==> config.mk <==
export PLATFORM = sky130hd
export DESIGN_NAME = bool_lut_eval_flat
export DESIGN_NICKNAME = d
export VERILOG_FILES = /design/src/rtl/bool_lut_eval_if.sv /design/src/rtl/bool_lut_eval.sv /design/src/flat_wrapper.sv
export SDC_FILE = /design/constraint.sdc
export NUM_CORES = 1
export LEC_CHECK = 0
export BUFFER_PORTS_ARGS = -buffer_cell sky130_fd_sc_hd__buf_4
export CORE_ASPECT_RATIO = 1.25
export CORE_UTILIZATION = 50
export CTS_CLUSTER_SIZE = 20
export DETAILED_ROUTE_END_ITERATION = 8
export MAX_ROUTING_LAYER = met4
export PLACE_DENSITY_LB_ADDON = 0.2
export SYNTH_ARGS = -nofsm -noshare
export SYNTH_HDL_FRONTEND = slang
export SYNTH_SLANG_ARGS = --single-unit
==> constraint.sdc <==
create_clock -name clk -period 3.15 [get_ports clk]
set_input_delay 0.63 -clock clk [delete_from_list [all_inputs] [get_ports clk]]
set_output_delay 0.63 -clock clk [all_outputs]
set_load 0.01 [all_outputs]
==> src/rtl/bool_lut_eval_if.sv <==
// bool_lut_eval_if: bundles the load, evaluate and sweep signals of bool_lut_eval.
//   load_valid/load_tt/load_ready : truth-table load handshake (accepted on
//                                    a rising edge with load_valid && load_ready)
//   in_valid/in_vec               : single-vector evaluation request
//   f_valid/f_out                 : registered evaluation result
//   sweep_start/sweep_busy/...    : autonomous truth-table sweep and minterm count
// Modports: slave = the function unit, master = whoever drives it.
interface bool_lut_eval_if #(
    parameter int N_IN = 3
);
    localparam int TT_W = 2 ** N_IN;

    logic            load_valid;
    logic [TT_W-1:0] load_tt;
    logic            load_ready;
    logic            in_valid;
    logic [N_IN-1:0] in_vec;
    logic            f_valid;
    logic            f_out;
    logic            sweep_start;
    logic            sweep_busy;
    logic            sweep_valid;
    logic [N_IN-1:0] sweep_idx;
    logic            sweep_f;
    logic            sweep_done;
    logic [N_IN:0]   minterm_count;

    modport slave (
        input  load_valid, load_tt, in_valid, in_vec, sweep_start,
        output load_ready, f_valid, f_out, sweep_busy, sweep_valid,
               sweep_idx, sweep_f, sweep_done, minterm_count
    );

    modport master (
        output load_valid, load_tt, in_valid, in_vec, sweep_start,
        input  load_ready, f_valid, f_out, sweep_busy, sweep_valid,
               sweep_idx, sweep_f, sweep_done, minterm_count
    );
endinterface

==> src/rtl/bool_lut_eval.sv <==
// bool_lut_eval: N_IN-input Boolean function held as a loadable truth table.
// Bit k of the table is F for input index k (index MSB = first input).
// Ports:
//   clk, rst_n : rising-edge clock, asynchronous active-low reset
//   bus        : bool_lut_eval_if slave (load / evaluate / sweep signals)
//   dbg_state  : current FSM state (0 IDLE, 1 SWEEP, 2 DONE)
// Handshake: a load is taken on a rising edge where load_valid && load_ready;
// load_ready is high only in IDLE. in_valid needs no ready: every request is
// answered by a one-cycle f_valid pulse on the following cycle.
module bool_lut_eval #(
    parameter int          N_IN     = 3,
    parameter logic [63:0] RESET_TT = 64'hE3
) (
    input  logic            clk,
    input  logic            rst_n,
    bool_lut_eval_if.slave  bus,
    output logic [1:0]      dbg_state
);
    localparam int TT_W = 2 ** N_IN;

    typedef enum logic [1:0] {
        IDLE  = 2'd0,
        SWEEP = 2'd1,
        DONE  = 2'd2
    } state_t;

    state_t          state;
    state_t          state_next;
    logic [TT_W-1:0] tt;
    logic [N_IN:0]   acc;
    logic [N_IN-1:0] idx_inc;
    logic            last_row;
    logic            start_sweep;
    logic            step_sweep;

    // The sweep row counter is sweep_idx itself; it stops at the last row.
    assign idx_inc     = bus.sweep_idx + N_IN'(1);
    assign last_row    = (bus.sweep_idx == N_IN'(TT_W - 1));
    assign start_sweep = (state == IDLE) && (state_next == SWEEP);
    assign step_sweep  = (state == SWEEP) && (state_next == SWEEP);

    assign bus.load_ready = (state == IDLE);
    assign dbg_state      = state;

    // Load wins over sweep_start when both arrive in IDLE.
    always_comb begin
        state_next = state;
        case (state)
            IDLE:    if (bus.sweep_start && !bus.load_valid) state_next = SWEEP;
            SWEEP:   if (last_row) state_next = DONE;
            DONE:    state_next = IDLE;
            default: state_next = IDLE;
        endcase
    end

    always_ff @(posedge clk or negedge rst_n) begin
        if (!rst_n) begin
            state             <= IDLE;
            tt                <= RESET_TT[TT_W-1:0];
            acc               <= '0;
            bus.f_valid       <= 1'b0;
            bus.f_out         <= 1'b0;
            bus.sweep_busy    <= 1'b0;
            bus.sweep_valid   <= 1'b0;
            bus.sweep_idx     <= '0;
            bus.sweep_f       <= 1'b0;
            bus.sweep_done    <= 1'b0;
            bus.minterm_count <= '0;
        end else begin
            state <= state_next;

            if (bus.load_valid && (state == IDLE)) begin
                tt <= bus.load_tt;
            end

            // Evaluation reads the table before any same-edge load lands.
            bus.f_valid <= bus.in_valid;
            if (bus.in_valid) begin
                bus.f_out <= tt[bus.in_vec];
            end

            // Sweep outputs are registered from the next state so row 0 is
            // already visible in the first cycle of SWEEP.
            bus.sweep_busy  <= (state_next == SWEEP);
            bus.sweep_valid <= (state_next == SWEEP);
            bus.sweep_done  <= (state_next == DONE);

            if (start_sweep) begin
                bus.sweep_idx <= '0;
                bus.sweep_f   <= tt[0];
                acc           <= (N_IN + 1)'(tt[0]);
            end else if (step_sweep) begin
                bus.sweep_idx <= idx_inc;
                bus.sweep_f   <= tt[idx_inc];
                acc           <= acc + (N_IN + 1)'(tt[idx_inc]);
            end

            // acc already includes the last row shown, so publish it as is.
            if ((state == SWEEP) && (state_next == DONE)) begin
                bus.minterm_count <= acc;
            end
        end
    end
endmodule

==> src/flat_wrapper.sv <==
// flat-port wrapper written by rule: the top's interface ports become plain ports
module bool_lut_eval_flat 
#(
    parameter int          N_IN     = 3,
    parameter logic [63:0] RESET_TT = 64'hE3
)
  (clk, rst_n, dbg_state, bus_load_valid, bus_load_tt, bus_in_valid, bus_in_vec, bus_sweep_start, bus_load_ready, bus_f_valid, bus_f_out, bus_sweep_busy, bus_sweep_valid, bus_sweep_idx, bus_sweep_f, bus_sweep_done, bus_minterm_count);
  bool_lut_eval_if #(.N_IN(N_IN)) bus_i ();
  input  logic clk;
  input  logic rst_n;
  output logic [1:0] dbg_state;
  input wire logic [$bits(bus_i.load_valid)-1:0] bus_load_valid;
  input wire logic [$bits(bus_i.load_tt)-1:0] bus_load_tt;
  input wire logic [$bits(bus_i.in_valid)-1:0] bus_in_valid;
  input wire logic [$bits(bus_i.in_vec)-1:0] bus_in_vec;
  input wire logic [$bits(bus_i.sweep_start)-1:0] bus_sweep_start;
  output wire logic [$bits(bus_i.load_ready)-1:0] bus_load_ready;
  output wire logic [$bits(bus_i.f_valid)-1:0] bus_f_valid;
  output wire logic [$bits(bus_i.f_out)-1:0] bus_f_out;
  output wire logic [$bits(bus_i.sweep_busy)-1:0] bus_sweep_busy;
  output wire logic [$bits(bus_i.sweep_valid)-1:0] bus_sweep_valid;
  output wire logic [$bits(bus_i.sweep_idx)-1:0] bus_sweep_idx;
  output wire logic [$bits(bus_i.sweep_f)-1:0] bus_sweep_f;
  output wire logic [$bits(bus_i.sweep_done)-1:0] bus_sweep_done;
  output wire logic [$bits(bus_i.minterm_count)-1:0] bus_minterm_count;
  assign bus_i.load_valid = bus_load_valid;
  assign bus_i.load_tt = bus_load_tt;
  assign bus_i.in_valid = bus_in_valid;
  assign bus_i.in_vec = bus_in_vec;
  assign bus_i.sweep_start = bus_sweep_start;
  assign bus_load_ready = bus_i.load_ready;
  assign bus_f_valid = bus_i.f_valid;
  assign bus_f_out = bus_i.f_out;
  assign bus_sweep_busy = bus_i.sweep_busy;
  assign bus_sweep_valid = bus_i.sweep_valid;
  assign bus_sweep_idx = bus_i.sweep_idx;
  assign bus_sweep_f = bus_i.sweep_f;
  assign bus_sweep_done = bus_i.sweep_done;
  assign bus_minterm_count = bus_i.minterm_count;
  bool_lut_eval #(.N_IN(N_IN), .RESET_TT(RESET_TT)) u_core (.clk(clk), .rst_n(rst_n), .bus(bus_i), .dbg_state(dbg_state));
endmodule
==> impl_metrics.csv, run 1 <==
group,metric,value,unit
status,outcome,"completed",
logic_synthesis,synthFlopType,"sky130_fd_sc_hd__dfrtp_1",
worst_setup_path,worst-r2r-cell-count,9,
placed_design,placed_cells,146,
worst_setup_path,worst_setup_path_end_kind,"flop",
sta,max_slew_margin,0.702,
pwr,leakagePower,0.721,nW
pwr,peakVddDrop,639,uV
floorplan,die_height,55.7,microns
clock_tree,clk_root_buffer_cell,"sky130_fd_sc_hd__clkbuf_4",
sta,setup_viol,0,
clock_tree,tritoncts_num_sinks,26,
grt,first_pass_grt_wire_length,3820,microns
logic_synthesis,synth_cell_area,1150,sq um
pwr,power.share.clock,0.113,
logic_synthesis,synth_top_area_cell,"sky130_fd_sc_hd__dfrtp_1",
worst_setup_path,timing.critical_path.from_type,"flop",
worst_setup_path,worstSetupEndpoint,"u_core.acc[2]",
logic_synthesis,synth_largest_type_area_fraction,0.456,
pwr,power.combinational.fraction,0.458,
worst_setup_path,rr_startpoint,"u_core.bus.sweep_idx[0]",
grt,grt_start_max_net_pins,27,
logic_synthesis,synth_top_cells_by_count,"sky130_fd_sc_hd__dfrtp_1, sky130_fd_sc_hd__nand2_1, sky130_fd_sc_hd__mux2_2, sky130_fd_sc_hd__dfstp_2",
logic_synthesis,yosysMostFrequentCell,"sky130_fd_sc_hd__dfrtp_1",
drt,remaining_drc_errors,0,
clock_tree,cts_inserted_buffers,3,
floorplan,rows,19,
clock_tree,tritoncts_clock_tree,"built",
floorplan,start_util,0.527,
sta,worst-slew-pin-transition,445,ps
drt,dr_total_vias,806,
floorplan,ports,32,
pwr,internal-power,0.980,mW
pwr,net_sw_frac,0.341,
worst_setup_path,timing.critical_path.fanout_max,5,
drt,route.detailed.wl_per_inst,15.0,microns
logic_synthesis,synth.area.mux_share,0.190,
floorplan,core-area,2190,sq um
grt,grt_antenna_before_repair,0,
sta,final.setup.tns,0,ps
clock_tree,cts_setup_buffers,0,
logic_synthesis,netlist_instances,85,
layout,finalNonFillerCells,150,
drt,drt_iter0_markers,10,
pwr,p_per_area,1020,nW/um^2
floorplan,design.die.area,2500,sq um
placed_design,gpl.final_weighted_congestion,0.792,
sta,final_hold_viol_count,0,
clock_tree,cts_htree_levels,1,
clock_tree,postCtsHoldBufs,0,
worst_setup_path,crit_arrival,2630,ps
worst_setup_path,worstSetupPathType,"reg2reg",
floorplan,die_width,45.0,microns
logic_synthesis,synth_async_sr_flop_share,1.00,
flow_run,drv.max_cap_violation_count,0,
placed_design,dp.final_hpwl,1760,microns
clock_tree,clk_path_buf_depth,2,
sta,final.period_utilization,0.762,
pwr,switching_power,0.507,mW
clock_tree,ctsResizeCount,0,
drt,viasPerCell,5.37,
layout,drive_gt1_frac,0.454,
layout,layout.nets,140,
drt,route.antenna.remaining_nets,0,
layout,flow.area_growth_from_synthesis,26.4,%
logic_synthesis,synth_top_family_by_area,"multiplexers",
layout,finalCoreUtilization,0.666,
sta,max_freq,417,MHz
logic_synthesis,synth_area_leaders,"sky130_fd_sc_hd__dfrtp_1, sky130_fd_sc_hd__dfstp_2, sky130_fd_sc_hd__mux2_2, sky130_fd_sc_hd__mux4_1, sky130_fd_sc_hd__ha_1",
layout,post-route-cell-area,1460,sq um
clock_tree,clk-insertion-delay-late,320,ps
grt,global_route.overflow_total,0,
drt,wirelength,2240,microns
worst_setup_path,required_worst_endpoint,3380,ps
logic_synthesis,synthesized_area_per_cell,13.6,sq um
min_path,hold_path_class,"in2async",
logic_synthesis,yosysSeqAreaShare,0.569,
placed_design,placedInstanceArea,1420,sq um
drt,detailedRoute.firstPassIterationCount,4,
logic_synthesis,ys_warns,0,
sta,timing.clock.skew,4.01,ps
pwr,power_frac_seq,0.430,
layout,antenna_cells,0,
logic_synthesis,edff_count_synth,0,
logic_synthesis,synth-xor-area-share,0.00759,
worst_setup_path,timing.rr.end,"u_core.acc[2]",
logic_synthesis,synth-simple-area-share,0.114,
placed_design,io_buffers,31,
logic_synthesis,area_fraction_in_compound_gates_after_synthesis,0.0531,
clock_tree,clk_pin_slew,130,ps
sta,report.final.slew_viol_count,0,
logic_synthesis,syn-num-nets,105,
worst_setup_path,startpoint,"u_core.bus.sweep_idx[0]",
sta,post-route-min-period,2400,ps
grt,grt_pass1_vias,886,
sta,rsz0062_at_grt,"no",
logic_synthesis,netlist-cell-type-count,25,
logic_synthesis,postSynthRegisterBits,26,
grt,grt_usage,0.221,
worst_setup_path,r2r_slack,750,ps
logic_synthesis,synth-adder-area-share,0.0434,
[sequential cells by signal, indices dropped and copies added, names as in the netlist]
signal	count
u_core.acc	4
u_core.tt	8
u_core.bus.sweep_done	1
u_core.bus.f_out	1
u_core.dbg_state	2
u_core.bus.minterm_count	4
u_core.bus.f_valid	1
u_core.bus.sweep_f	1
u_core.bus.sweep_idx	3
u_core.bus.sweep_busy	1
[power groups by stage]
stage	Combinational (mW)	Sequential (mW)	Clock (mW)
final	0.680	0.639	0.168
after global routing	0.755	0.663	0.178
after CTS	0.689	0.642	0.174
after detailed placement	0.686	0.650	0
after global placement	0.662	0.638	0
after floorplan	0.432	0.638	0
[worst min path at each step]
stage,from,to,cells after the start
CTS,rst_n,u_core.tt[2],1
finish,rst_n,u_core.acc[1],1
global route,rst_n,u_core.acc[1],1
detailed placement,u_core.bus.minterm_count[2],u_core.bus.minterm_count[2],2
global placement,u_core.bus.minterm_count[2],u_core.bus.minterm_count[2],2
floorplan,rst_n,u_core.acc[0],0
[stage by stage]
step                      power [mW]  setup WS, ps  hold slack (ps)
after floorplan                 1.07           799              334
after global placement          1.30           828              460
after detailed placement        1.34           758              476
after CTS                       1.51           739              181
after global routing            1.60           603              204
final                           1.49           750              183
[cell type report]
class	count	area (sq um)
Sequential cell	26	657
Clock buffer	4	36.3
Timing Repair Buffer	32	240
Fill cell	189	729
Multi-Input combinational cell	53	470
Tap cell	31	38.8
Inverter	4	15.0
[worst max-delay path, stage by stage (launching register included)]
cell	delay (ps)
sky130_fd_sc_hd__dfrtp_1	470
sky130_fd_sc_hd__ha_1	230
sky130_fd_sc_hd__ha_1	310
sky130_fd_sc_hd__mux4_1	270
sky130_fd_sc_hd__mux2_2	300
sky130_fd_sc_hd__ha_1	220
sky130_fd_sc_hd__ha_1	180
sky130_fd_sc_hd__nor4bb_1	140
sky130_fd_sc_hd__xnor2_1	140
sky130_fd_sc_hd__nor2_1	50
[placed cells by master, fill, tap and decap left out, types with 2 or more instances in the layout]
master | synthesis | layout
sky130_fd_sc_hd__dfstp_2 | 5 | 5
sky130_fd_sc_hd__inv_1 | 4 | 4
sky130_fd_sc_hd__nor2_1 | 4 | 4
sky130_fd_sc_hd__buf_4 | 1 | 32
sky130_fd_sc_hd__and2_1 | 2 | 2
sky130_fd_sc_hd__mux2_2 | 9 | 9
sky130_fd_sc_hd__clkbuf_4 | 0 | 3
sky130_fd_sc_hd__mux4_1 | 2 | 2
sky130_fd_sc_hd__nand2_1 | 12 | 12
sky130_fd_sc_hd__a221o_1 | 2 | 2
sky130_fd_sc_hd__ha_1 | 4 | 4
sky130_fd_sc_hd__mux2i_1 | 2 | 2
sky130_fd_sc_hd__dfrtp_1 | 21 | 21
sky130_fd_sc_hd__a21oi_1 | 2 | 2
sky130_fd_sc_hd__mux4_2 | 2 | 2
sky130_fd_sc_hd__a22o_1 | 3 | 3
[kinds of logic after synthesis]
kind of cell | Yosys count
mux | 15
compound gates | 8
simple gates | 25
fa+ha+maj | 4
xor+xnor | 1
buf+inv | 6
flops | 26
[layer usage]
| metal | GRT usage | wire (microns) |
|---|---|---|
| met5 | - | 0 |
| met2 | 0.412 | 1330 |
| met4 | 0.0909 | 40 |
| met3 | 0.0195 | 68 |
| met1 | 0.220 | 803 |
Power figures use the tool's default switching activity.
==> run 2, diff against run 1 <==
ABC_AREA = 1   (was not set)
clock period = 2.48 ns   (was 3.15 ns; I/O delays follow)
==> run 2 against run 1 <==
Against the previous run: synthesized cell count up 73%; non-clock buffer count down 1; combinational power up 39%; via count up 32%; register-to-register slack worse by 290 ps; utilization down 2.7 points; final cell count up 42%; routed wire length up 8.7%; area after synthesis up 10%; power up 25%.
==> impl_metrics.csv, run 2 <==
group,metric,value,unit
flow_run,drv.max_cap_violation_count,0,
logic_synthesis,synth_largest_type_area_fraction,0.414,
floorplan,rows,20,
logic_synthesis,synth_async_sr_flop_share,1.00,
clock_tree,cts_htree_levels,1,
layout,finalCoreUtilization,0.639,
logic_synthesis,ys_warns,0,
sta,final.setup.tns,0,ps
placed_design,gpl.final_weighted_congestion,0.763,
layout,flow.area_growth_from_synthesis,22.2,%
sta,final.period_utilization,0.813,
grt,busiest_layer,"met2",
pwr,peakVddDrop,632,uV
worst_setup_path,rr_startpoint,"u_core.bus.sweep_idx[0]",
layout,antenna_cells,0,
logic_synthesis,synth-adder-area-share,0.0394,
pwr,p_per_area,1200,nW/um^2
placed_design,dp.final_hpwl,1910,microns
drt,detailedRoute.firstPassIterationCount,4,
layout,layout.nets,201,
logic_synthesis,synthesized_area_per_cell,8.64,sq um
sta,post-route-min-period,2020,ps
logic_synthesis,synth-xor-area-share,0,
layout,post-route-cell-area,1550,sq um
worst_setup_path,crit_arrival,2240,ps
clock_tree,cts_setup_buffers,0,
drt,wirelength,2440,microns
clock_tree,ctsResizeCount,0,
sta,timing.clock.skew,10.4,ps
grt,grt_usage,0.216,
logic_synthesis,netlist-cell-type-count,21,
floorplan,design.die.area,2750,sq um
logic_synthesis,synth_top_cells_by_count,"sky130_fd_sc_hd__nand2_1, sky130_fd_sc_hd__inv_1, sky130_fd_sc_hd__dfrtp_1, sky130_fd_sc_hd__nand3_1, sky130_fd_sc_hd__nor2_1",
grt,global_route.overflow_total,0,
logic_synthesis,postSynthRegisterBits,26,
pwr,leakagePower,0.833,nW
pwr,report.power.total,1.86,mW
sta,final_hold_viol_count,0,
sta,max_slew_margin,0.780,
sta,setup_viol,0,
drt,route.antenna.remaining_nets,0,
worst_setup_path,worstSetupPathType,"reg2reg",
layout,commonest_cells_after_routing_fill_and_taps_aside,"sky130_fd_sc_hd__nand2_1, sky130_fd_sc_hd__buf_4, sky130_fd_sc_hd__inv_1",
grt,grt_pass1_vias,999,
worst_setup_path,required_worst_endpoint,2700,ps
floorplan,die_width,47.1,microns
clock_tree,tritoncts_num_sinks,26,
drt,viasPerCell,4.99,
drt,remaining_drc_errors,0,
layout,largest-register,"u_core.tt",
logic_synthesis,synth-simple-area-share,0.287,
drt,route.detailed.wl_per_inst,11.5,microns
drt,dr_total_vias,1062,
logic_synthesis,synth_cell_area,1270,sq um
layout,largest_register_ffs,8,
logic_synthesis,yosysSeqAreaShare,0.517,
floorplan,ports,32,
placed_design,io_buffers,31,
logic_synthesis,synth.area.mux_share,0,
clock_tree,cts_inserted_buffers,3,
floorplan,die_height,58.3,microns
grt,first_pass_grt_wire_length,4170,microns
layout,finalNonFillerCells,213,
layout,top_regs,"u_core.tt: 8 flops, u_core.acc: 4 flops, u_core.bus.minterm_count: 4 flops",
sta,max_freq,496,MHz
worst_setup_path,worst-r2r-cell-count,9,
worst_setup_path,timing.critical_path.fanout_max,7,
clock_tree,postCtsHoldBufs,0,
clock_tree,clk-insertion-delay-late,320,ps
clock_tree,clk_path_buf_depth,2,
worst_setup_path,worst_setup_path_end_kind,"flop",
logic_synthesis,syn-num-nets,167,
logic_synthesis,synth_top_area_cell,"sky130_fd_sc_hd__dfrtp_1",
grt,globalRouteMet1Util,0.257,
clock_tree,tritoncts_clock_tree,"built",
placed_design,placed_cells,209,
min_path,hold_path_class,"in2async",
layout,nFillCells,229,
logic_synthesis,synthFlopType,"sky130_fd_sc_hd__dfrtp_1",
sta,worst-slew-pin-transition,330,ps
floorplan,start_util,0.523,
sta,report.final.slew_viol_count,0,
worst_setup_path,timing.critical_path.from_type,"flop",
logic_synthesis,synth_top_family_by_area,"simple AND/OR/NAND/NOR gates",
logic_synthesis,netlist_instances,147,
logic_synthesis,synth_area_leaders,"sky130_fd_sc_hd__dfrtp_1, sky130_fd_sc_hd__dfstp_2, sky130_fd_sc_hd__nand2_1, sky130_fd_sc_hd__nand3_1, sky130_fd_sc_hd__inv_1",
placed_design,placedInstanceArea,1530,sq um
worst_setup_path,timing.rr.end,"u_core.acc[1]",
logic_synthesis,yosysMostFrequentCell,"sky130_fd_sc_hd__nand2_1",
worst_setup_path,r2r_slack,460,ps
status,outcome,"completed",
clock_tree,clk_root_buffer_cell,"sky130_fd_sc_hd__clkbuf_4",
grt,gr_util_met3,0.0276,
drt,drt_iter0_markers,9,
layout,drive_gt1_frac,0.272,
layout,final_common_cell,"sky130_fd_sc_hd__nand2_1",
floorplan,core-area,2430,sq um
logic_synthesis,area_fraction_in_compound_gates_after_synthesis,0.0690,
grt,grt_start_max_net_pins,27,
clock_tree,clk_pin_slew,130,ps
logic_synthesis,edff_count_synth,0,
sta,rsz0062_at_grt,"no",
grt,grtUsageMet2,0.351,
grt,grt_antenna_before_repair,0,
-- run 2: cell count changes in the layout (fill, tap and decap cells not counted), moves of 7 or more --
| cell | change |
|---|---|
| sky130_fd_sc_hd__a21oi_1 | +7 |
| sky130_fd_sc_hd__inv_1 | +18 |
| sky130_fd_sc_hd__mux2_2 | -9 |
| sky130_fd_sc_hd__nand2_1 | +22 |
| sky130_fd_sc_hd__nand3_1 | +17 |
| sky130_fd_sc_hd__nor2_1 | +8 |
-- run 2: kinds of logic after synthesis --
kind of cell	count (synthesis)
buffers and inverters	26
adder cells (fa/ha/maj)	4
flip-flops	26
AND/OR/NAND/NOR	74
AO/OA/AOI/OAI	17
-- run 2: worst max-delay path by stage --
stage                                 start             to  slack [ps]
floorplan           u_core.bus.sweep_idx[0]  u_core.acc[1]         530
global placement    u_core.bus.sweep_idx[0]  u_core.acc[1]         520
detailed placement  u_core.bus.sweep_idx[0]  u_core.acc[1]         450
CTS                 u_core.bus.sweep_idx[0]  u_core.acc[1]         450
global route        u_core.bus.sweep_idx[0]  u_core.acc[3]         300
finish              u_core.bus.sweep_idx[0]  u_core.acc[1]         460
-- run 2: layer usage --
layer	vias up	share of wire
met2	26	0.53
met5	-	0
met4	0	0.026
met1	502	0.42
li1	527	-
met3	7	0.027
-- run 2: through the flow --
stage / hold WS, ps / setup WS [ps]
6_report: 54.2 / 463
5_1_grt: 64.7 / 304
4_1_cts: 61.9 / 450
3_5_place_dp: 425 / 454
3_3_place_gp: 418 / 523
2_1_floorplan: 200 / 527
-- run 2: report_power, final --
part / switching (mW) / internal [mW] / leakage, nW
sequential: 0.111 / 0.629 / 0.310
combinational: 0.541 / 0.401 / 0.508
clock: 0.118 / 0.0630 / 0.0150
total: 0.770 / 1.09 / 0.833
-- run 2: layout make-up --
| cell class | count | area [sq um] | area share |
|---|---|---|---|
| sequential | 26 | 657 | 0.423 |
| timing repair buffer | 31 | 233 | 0.150 |
| multi-input combinational | 95 | 502 | 0.323 |
| tap | 33 | 41.3 | 0.0266 |
| clock buffer | 4 | 26.3 | 0.0169 |
| inverter | 24 | 92.6 | 0.0597 |
-- run 2: worst max-delay path: stages (launching register included) --
cell and delay [ps]:
sky130_fd_sc_hd__dfrtp_1 470, sky130_fd_sc_hd__ha_1 240, sky130_fd_sc_hd__ha_1 280, sky130_fd_sc_hd__inv_1 70, sky130_fd_sc_hd__nand3_1 90, sky130_fd_sc_hd__and2_1 160, sky130_fd_sc_hd__ha_1 200, sky130_fd_sc_hd__ha_1 290
sky130_fd_sc_hd__nand2_1 60, sky130_fd_sc_hd__o21ai_0 60
==> run 3, diff against run 2 <==
ABC_AREA = 0   (was 1)
CORE_UTILIZATION = 45   (was 50)
clock period = 1.8 ns   (was 2.48 ns; I/O delays follow)
==> run 3 against run 2 <==
Against the previous run: the flow now finishes with violations (negative setup slack); clock skew shrank 0.87 ps; clock power increased by 59%; sequential share of layout area is 2.5 points lower; combinational power rose by 79%; non-clock buffer count increased by 16; final cell count fell by 22%; die area up 0.90%; largest cell class unchanged; highest routed layer unchanged.
==> impl_metrics.csv, run 3 (synthesis results as in run 1) <==
group,metric,value,unit
status,outcome,"complete, but fails checks",
status,failed_checks,"negative setup slack",
placed_design,placedInstanceArea,1590,sq um
placed_design,gpl.final_weighted_congestion,0.817,
sta,final.setup.tns,-1390,ps
grt,global_route.overflow_total,0,
layout,commonest_cells_after_routing_fill_and_taps_aside,"sky130_fd_sc_hd__buf_4, sky130_fd_sc_hd__dfrtp_1, sky130_fd_sc_hd__nand2_1",
sta,worst-slew-pin-transition,471,ps
worst_setup_path,timing.critical_path.from_type,"flop",
grt,grt_usage,0.205,
drt,remaining_drc_errors,0,
sta,setup_viol,5,
floorplan,start_util,0.475,
floorplan,die_height,58.6,microns
layout,post-route-cell-area,1650,sq um
floorplan,rows,20,
grt,grt_antenna_before_repair,0,
floorplan,design.die.area,2770,sq um
placed_design,io_buffers,31,
flow_run,drv.max_cap_violation_count,0,
pwr,p_per_area,1860,nW/um^2
drt,route.detailed.wl_per_inst,14.3,microns
pwr,report.power.total,3.07,mW
layout,top_regs,"u_core.tt: 8 flops, u_core.acc: 4 flops, u_core.bus.minterm_count: 4 flops",
drt,wirelength,2390,microns
grt,grt_pass1_vias,918,
sta,post-route-min-period,2210,ps
clock_tree,cts_inserted_buffers,3,
layout,final_common_cell,"sky130_fd_sc_hd__buf_4",
floorplan,ports,32,
clock_tree,clk-insertion-delay-late,310,ps
layout,layout.nets,155,
worst_setup_path,worstSetupPathType,"reg2reg",
layout,largest_register_ffs,8,
clock_tree,tritoncts_clock_tree,"built",
sta,final.period_utilization,1.23,
floorplan,die_width,47.3,microns
clock_tree,clk_pin_slew,140,ps
sta,max_freq,452,MHz
sta,timing.clock.skew,9.51,ps
sta,rsz0062_at_grt,"yes",
clock_tree,clk_root_buffer_cell,"sky130_fd_sc_hd__clkbuf_4",
sta,final_hold_viol_count,0,
layout,largest-register,"u_core.tt",
drt,dr_total_vias,848,
sta,report.final.slew_viol_count,0,
clock_tree,cts_htree_levels,1,
worst_setup_path,worst_setup_path_end_kind,"flop",
clock_tree,clk_path_buf_depth,2,
layout,antenna_cells,0,
drt,drt_iter0_markers,11,
placed_design,preCtsSetupSlack,-415,ps
pwr,leakagePower,0.795,nW
placed_design,placed_cells,161,
grt,first_pass_grt_wire_length,3890,microns
layout,drive_gt1_frac,0.575,
drt,detailedRoute.firstPassIterationCount,2,
layout,nFillCells,197,
clock_tree,tritoncts_num_sinks,26,
pwr,peakVddDrop,1000,uV
min_path,hold_path_class,"in2reg",
worst_setup_path,crit_arrival,2420,ps
drt,route.antenna.remaining_nets,0,
sta,setup_slack,-413,ps
placed_design,dp.final_hpwl,1890,microns
floorplan,core-area,2430,sq um
sta,max_slew_margin,0.685,
grt,grt_start_max_net_pins,27,
worst_setup_path,timing.critical_path.fanout_max,3,
layout,finalNonFillerCells,167,
drt,viasPerCell,5.08,
layout,flow.area_growth_from_synthesis,43.1,%
worst_setup_path,required_worst_endpoint,2010,ps
[run 3: cell count changes in the layout (fill, tap and decap cells not counted), sizes merged, moves of 2 or more]
cell	before	now
buf	31	46
nor2	14	4
mux4	0	4
inv	24	4
mux2i	0	2
nand2	37	12
nand3	20	1
mux2	0	9
a21oi	9	2
a221o	0	2
a22o	0	3
o21ai	7	1
[run 3: final timing paths]
path	from	to	slack, ps	cells after the start
max in group asynchronous	rst_n	u_core.tt[0]	1020	2
setup / recovery	u_core.bus.sweep_idx[0]	u_core.acc[2]	-410	9
min in group asynchronous	rst_n	u_core.bus.sweep_idx[2]	470	2
setup reg to reg	u_core.bus.sweep_idx[0]	u_core.acc[2]	-410	9
hold / removal	bus_in_valid	u_core.bus.f_valid	170	1
hold reg to reg	u_core.bus.minterm_count[0]	u_core.bus.minterm_count[0]	500	2
[run 3: what timing repair did]
action                                  4_1_cts  5_1_grt
endpoints found under the hold margin        21        0
pin swaps                                     3        1
resized for setup                             1        2
hold buffers                                  1        0
setup buffers                                 1        0
endpoints found under the setup margin        5        5
[run 3: area by class of cell]
| cell class | instances | area [sq um] | area share |
|---|---|---|---|
| Sequential cell | 26 | 658 | 0.399 |
| Clock buffer | 4 | 36.3 | 0.0220 |
| Timing Repair Buffer | 47 | 355 | 0.215 |
| Multi-Input combinational cell | 53 | 544 | 0.330 |
| Tap cell | 33 | 41.3 | 0.0250 |
| Inverter | 4 | 15.0 | 0.00910 |
[run 3: critical path, stage by stage, from the launching register on]
cell                       delay (ps)
sky130_fd_sc_hd__dfrtp_2          450
sky130_fd_sc_hd__ha_4             170
sky130_fd_sc_hd__ha_4             270
sky130_fd_sc_hd__mux4_2           270
sky130_fd_sc_hd__mux2_4           300
sky130_fd_sc_hd__ha_4             170
sky130_fd_sc_hd__ha_4             140
sky130_fd_sc_hd__nor4bb_4         140
sky130_fd_sc_hd__xnor2_1          150
sky130_fd_sc_hd__nor2_1            60
[run 3: per-layer routing]
metal,routed length (microns),vias to the layer above,GRT usage,share of wire
met4,19,0,0.0612,0.0079
li1,-,401,-,-
met1,901,429,0.222,0.38
met5,0,-,-,0
met2,1410,16,0.378,0.59
met3,65,2,0.0184,0.027
[run 3: per-stage QoR]
stage	hold slack (ps)	utilization
floorplan	64.4	-
global placement	279	0.654
detailed placement	290	0.654
CTS	159	0.676
global route	148	0.680
finish	171	0.680
[run 3: power by group]
group	internal (mW)	switching, mW	leakage, nW
combinational	1.05	0.640	0.461
sequential	0.892	0.204	0.313
clock	0.123	0.164	0.0210
total	2.06	1.01	0.795
